==> src/rtl/fetch_pkg.sv <==
// Shared types and constants for the instruction-fetch stage.
package fetch_pkg;

    typedef enum logic [2:0] {
        IDLE,
        REQ,
        WAIT,
        HOLD,
        DRAIN,
        FAULT
    } fetch_state_t;

    localparam logic [31:0] RESET_PC_DEFAULT = 32'h0000_0000;
    localparam logic [31:0] INSTR_NOP        = 32'h0000_0013;

endpackage

==> src/rtl/pc_next_sel.sv <==
// Next-PC mux: flush target, branch/jump target or sequential PC, plus alignment handling.
// With FETCH_MISALIGN_TRAP_EN the raw target is passed through and flagged; otherwise it is word-aligned.
module pc_next_sel #(
    parameter int unsigned XLEN = 32
) (
    input  logic [XLEN-1:0] pc,
    input  logic [XLEN-1:0] imm_ext,
    input  logic [XLEN-1:0] flush_pc,
    input  logic            pc_src,
    input  logic            flush,
    output logic [XLEN-1:0] pc_plus4,
    output logic [XLEN-1:0] next_pc
`ifdef FETCH_MISALIGN_TRAP_EN
    ,
    output logic            misaligned
`endif
);

    logic [XLEN-1:0] target;

    always_comb begin
        pc_plus4 = pc + XLEN'(4);
        if (flush) begin
            target = flush_pc;
        end else if (pc_src) begin
            target = pc + imm_ext;
        end else begin
            target = pc_plus4;
        end
    end

`ifdef FETCH_MISALIGN_TRAP_EN
    assign misaligned = (target[1:0] != 2'b00);
    assign next_pc    = target;
`else
    assign next_pc    = target & ~XLEN'(3);
`endif

endmodule

==> src/rtl/fetch_unit.sv <==
// Instruction-fetch stage: PC register plus single-outstanding imem request/grant/response FSM.
// Optional misaligned-target trap enabled by defining FETCH_MISALIGN_TRAP_EN.
module fetch_unit
    import fetch_pkg::*;
#(
    parameter int unsigned     XLEN     = 32,
    parameter logic [XLEN-1:0] RESET_PC = XLEN'(RESET_PC_DEFAULT)
) (
    input  logic            clk,
    input  logic            rst,
    output logic            imem_req,
    output logic [XLEN-1:0] imem_addr,
    input  logic            imem_gnt,
    input  logic            imem_rvalid,
    input  logic [XLEN-1:0] imem_rdata,
    output logic [XLEN-1:0] Instr,
    output logic [XLEN-1:0] PC,
    output logic [XLEN-1:0] PCPlus4,
    output logic            instr_valid,
    input  logic            instr_ready,
    input  logic            PCSrc,
    input  logic [XLEN-1:0] ImmExt,
    input  logic            flush,
    input  logic [XLEN-1:0] flush_pc
`ifdef FETCH_MISALIGN_TRAP_EN
    ,
    output logic            fetch_fault
`endif
);

    fetch_state_t    state, state_next;
    logic [XLEN-1:0] pc_q, instr_q, next_pc;
    logic            pc_load, instr_load, retire;
`ifdef FETCH_MISALIGN_TRAP_EN
    logic            misaligned;
`endif

    assign retire = (state == HOLD) && instr_ready;

    pc_next_sel #(.XLEN(XLEN)) u_pc_next_sel (
        .pc        (pc_q),
        .imm_ext   (ImmExt),
        .flush_pc  (flush_pc),
        .pc_src    (PCSrc),
        .flush     (flush),
        .pc_plus4  (PCPlus4),
        .next_pc   (next_pc)
`ifdef FETCH_MISALIGN_TRAP_EN
        ,
        .misaligned(misaligned)
`endif
    );

    always_comb begin
        state_next = state;
        instr_load = 1'b0;
        pc_load    = flush || retire;
        case (state)
            IDLE:  state_next = REQ;
            // A granted request that gets flushed still owes a response, so it must be drained.
            REQ:   if (imem_gnt) state_next = flush ? DRAIN : WAIT;
            WAIT: begin
                if (imem_rvalid) begin
                    if (flush) begin
                        state_next = REQ;
                    end else begin
                        instr_load = 1'b1;
                        state_next = HOLD;
                    end
                end else if (flush) begin
                    state_next = DRAIN;
                end
            end
            HOLD:  if (flush || instr_ready) state_next = REQ;
            DRAIN: if (imem_rvalid) state_next = REQ;
            FAULT: if (flush) state_next = REQ;
            default: state_next = IDLE;
        endcase
`ifdef FETCH_MISALIGN_TRAP_EN
        if (pc_load && misaligned) state_next = FAULT;
`endif
    end

    always_ff @(posedge clk) begin
        if (!rst) begin
            state   <= IDLE;
            pc_q    <= RESET_PC;
            instr_q <= '0;
        end else begin
            state <= state_next;
            if (pc_load)    pc_q    <= next_pc;
            if (instr_load) instr_q <= imem_rdata;
        end
    end

    assign imem_req    = (state == REQ);
    assign imem_addr   = pc_q;
    assign PC          = pc_q;
    assign Instr       = instr_q;
    assign instr_valid = (state == HOLD);
`ifdef FETCH_MISALIGN_TRAP_EN
    assign fetch_fault = (state == FAULT);
`endif

endmodule

==> config.mk <==
export PLATFORM = sky130hd
export DESIGN_NAME = fetch_unit
export DESIGN_NICKNAME = d
export VERILOG_FILES = /design/src/rtl/fetch_pkg.sv /design/src/rtl/pc_next_sel.sv /design/src/rtl/fetch_unit.sv
export SDC_FILE = /design/constraint.sdc
export NUM_CORES = 1
export LEC_CHECK = 0
export ABC_AREA = 1
export BUFFER_PORTS_ARGS = -buffer_cell sky130_fd_sc_hd__buf_2
export CORE_ASPECT_RATIO = 1.75
export CORE_MARGIN = 2
export CORE_UTILIZATION = 35
export CTS_BUF_LIST = sky130_fd_sc_hd__clkbuf_8
export DETAILED_ROUTE_END_ITERATION = 16
export MAX_ROUTING_LAYER = met4
export PLACE_DENSITY_LB_ADDON = 0.15
export SLEW_MARGIN = 20
export SYNTH_ARGS = -nofsm -noshare
export SYNTH_HDL_FRONTEND = slang
export SYNTH_HIERARCHICAL = 1
export SYNTH_SLANG_ARGS = --single-unit
==> constraint.sdc <==
create_clock -name clk -period 1.9 [get_ports clk]
set_input_delay 0.38 -clock clk [delete_from_list [all_inputs] [get_ports clk]]
set_output_delay 0.38 -clock clk [all_outputs]
set_load 0.01 [all_outputs]
==> impl_metrics.py <==
metrics = {
    "timing": {
        "finalSetupViolCount": 52,
        "final-hold-violation-count": 0,
        "worst_slew_pin_slew_ps": 534,
        "slew_headroom_pct": 64.3,
        "period_share_pct": 121,
        "grt_setup_unrepaired": "yes",
        "fin_skew_ps": 16.3,
        "fmax_ghz": 0.436,
        "layout_min_cycle_time_ps": 2290,
        "setup_ws_ps": -394,
        "drv_slew": 0,
    },
    "drt": {
        "antenna_left": 0,
        "num_vias": 9051,
        "routedWlPerCell_um": 17.4,
        "wirelength_mm": 31.0,
        "drtIter0Drc": 565,
        "drcViolationCount": 0,
        "vias_per_cell": 5.06,
        "drtPass1Iterations": 5,
    },
    "clock_tree": {
        "clockBufferDepth": 2,
        "cts_tree": "built",
        "cts_made_buffers": 9,
        "clk_latency_ps": 390,
        "clock-sinks": 67,
        "cts_root_buf": "clkbuf_8",
        "clkSlewWorstSetupHoldPaths_ps": 100,
        "h-tree-depth": 3,
    },
    "die": {
        "pin_count": 233,
        "core_sq_um": 18700,
        "die_w_um": 108,
        "die_area_sq_um": 20200,
        "fp-row-count": 66,
        "start_util_pct": 35.7,
        "fp.dieH_um": 187,
    },
    "synthesis": {
        "yosys.area_share.adder_pct": 5.82,
        "synth_mux_area_share_pct": 0,
        "synthesis.area_sq_um": 6670,
        "synthXorXnorAreaFrac_pct": 3.81,
        "seq_area_frac_synth_pct": 20.1,
        "synthArstFlopShare_pct": 0,
        "synth_compound_area_share_pct": 11.6,
        "yosys.area_share.simple_pct": 42.7,
        "synth_top_family_by_area": "simple AND/OR/NAND/NOR gates",
        "ys_ff_latch": 67,
        "synth_area_leader_cell": "dfxtp_1",
        "synth_top_cells_by_area": "dfxtp_1 (20%), nand2_1 (18%), nor2_1 (9.4%)",
        "synth_edf_count": 0,
        "yosys_warnings": 6,
        "syn_area_per_cell_sq_um": 5.79,
        "netlist-cell-type-count": 39,
        "synthFlopType": "dfxtp_1",
        "yosysTopAreaCellShare_pct": 20.1,
        "syn_inst": 1151,
    },
    "finish": {
        "multi_input_area_sq_um": 6070,
        "final_common_cell": "buf_2",
        "syn_to_final_growth_pct": 76.9,
        "fin_nets": 1678,
        "fin_area_sq_um": 11800,
        "layout_common_cells": "buf_2 (214), nand2_1 (186), buf_4 (144), nor2_1 (131), inv_1 (114)",
        "nFillCells": 1710,
        "final_core_util_pct": 63.2,
        "seq_area_sq_um": 1400,
        "drive_above_1_share_pct": 56.6,
        "num_antenna_cells": 0,
    },
    "global_routing": {
        "grt_overflow_total": 0,
        "grt_pass1_vias": 8761,
        "antenna_found_initial": 0,
        "gr-usage-all-layers_pct": 29.6,
        "grt_max_degree": 68,
        "grt_pass1_wl_mm": 44.8,
    },
    "critical_path": {
        "critPathLaunch": "PC[10]",
        "crit_required_ps": 1520,
        "cp-end-kind": "output pin",
        "rr_worst_depth": 13,
        "r2r_slack_ps": -240,
        "critPathLaunchType": "flip-flop",
        "arrival_ps": 1910,
        "crit_fanout": 4,
        "endpoint": "PCPlus4[20]",
        "rr_startpoint": "PC[10]",
        "r2r-end": "PC[15]",
        "path_class": "reg -> out",
    },
    "power": {
        "power_density_nw_per_um2": 631,
        "vdd_drop_max_mv": 0.540,
        "leakagePower_uw": 0.00637,
    },
    "job": {
        "drv_cap": 0,
    },
    "placement": {
        "port_buffers": 230,
        "dp_worst_setup_slack_ps": -415,
        "dpl.hpwl_mm": 21.5,
        "gp_congestion": 1.00,
        "place_area_sq_um": 8780,
    },
    "run_status": {
        "violations": "setup timing",
        "run_status": "finished with violations",
    },
    "hold_path": {
        "min_path_type": "in -> reg",
    },
}
==> final cells by class <==
class / count / share of cell area, %
well taps: 238 / 2.52
multi-input cells: 862 / 51.5
clock buffers: 9 / 1.05
clock inverters: 7 / 0.711
inverters: 156 / 5.20
repair buffers: 448 / 27.2
flip-flops and latches: 67 / 11.8
==> kinds of logic after synthesis <==
family,count (synthesis)
xor+xnor,29
other cells,1
compound gates,150
flops,67
fa+ha+maj,31
buf+inv,223
simple gates,650
==> synthesized netlist by cell type (8+ instances only) <==
cell type	instances
nand2_1	325
nor3_1	8
dfxtp_1	67
o21bai_1	8
xor2_1	23
buf_2	9
inv_1	150
clkbuf_1	10
nor2_2	37
nand3_1	67
ha_1	31
o21ai_0	76
buf_4	40
a21oi_1	35
o21ai_1	29
nor2_1	167
nand2_2	8
nor3_2	8
==> routing by layer <==
metal  track usage (%)  wire, um  vias to the layer above
met3              3.46      1850                      125
li1                  -         -                     4340
met4              17.0      2250                        0
met2              52.9     16100                      371
met5                 -         0                        -
met1              30.5     10800                     4215
==> timing repair <==
| action | in CTS | in global routing |
|---|---|---|
| hold buffers | 0 | 0 |
| setup endpoints to repair | 55 | 57 |
| pin swaps | 108 | 196 |
| gates resized for setup | 327 | 250 |
| setup buffers | 50 | 32 |
==> power by group <==
part / switching, uW / leakage, uW / internal, uW
clock: 740 / 0.000102 / 630
combinational: 2410 / 0.00570 / 1910
sequential: 162 / 0.000559 / 1590
==> worst min-delay path by stage <==
| stage | start | cells past startpoint | endpoint |
|---|---|---|---|
| after floorplan | imem_rdata[0] | 2 | Instr[0] |
| after global placement | Instr[1] | 2 | Instr[1] |
| after detailed placement | Instr[28] | 2 | Instr[28] |
| after CTS | imem_rdata[23] | 3 | Instr[23] |
| after global routing | imem_rdata[24] | 3 | Instr[24] |
| final | imem_rdata[23] | 3 | Instr[23] |
==> per-stage QoR <==
step           hold WS [ps]  cells  power [uW]  TNS [ps]
4_1_cts                 201   1763        6870     -9640
2_1_floorplan           515   1152        3570         0
3_3_place_gp            488   1698        4790     -8990
3_5_place_dp            498   1698        4800     -9070
5_1_grt                 203   1787        7870    -16010
6_report                216   1787        7440    -10830
==> critical path, cell delays in order (launching register included) <==
cell and delay (ps):
dfxtp_4 360, buf_6 130, nand2_8 70, nor3_4 220, buf_6 130, nand4_1 200, xnor2_1 250, buf_2 170
==> flip-flops by register name, summed over array words and instances, names as in the netlist <==
signal and count:
Instr 32, PC 32, state 3
Note: power is estimated with default switching activity, not from simulation.
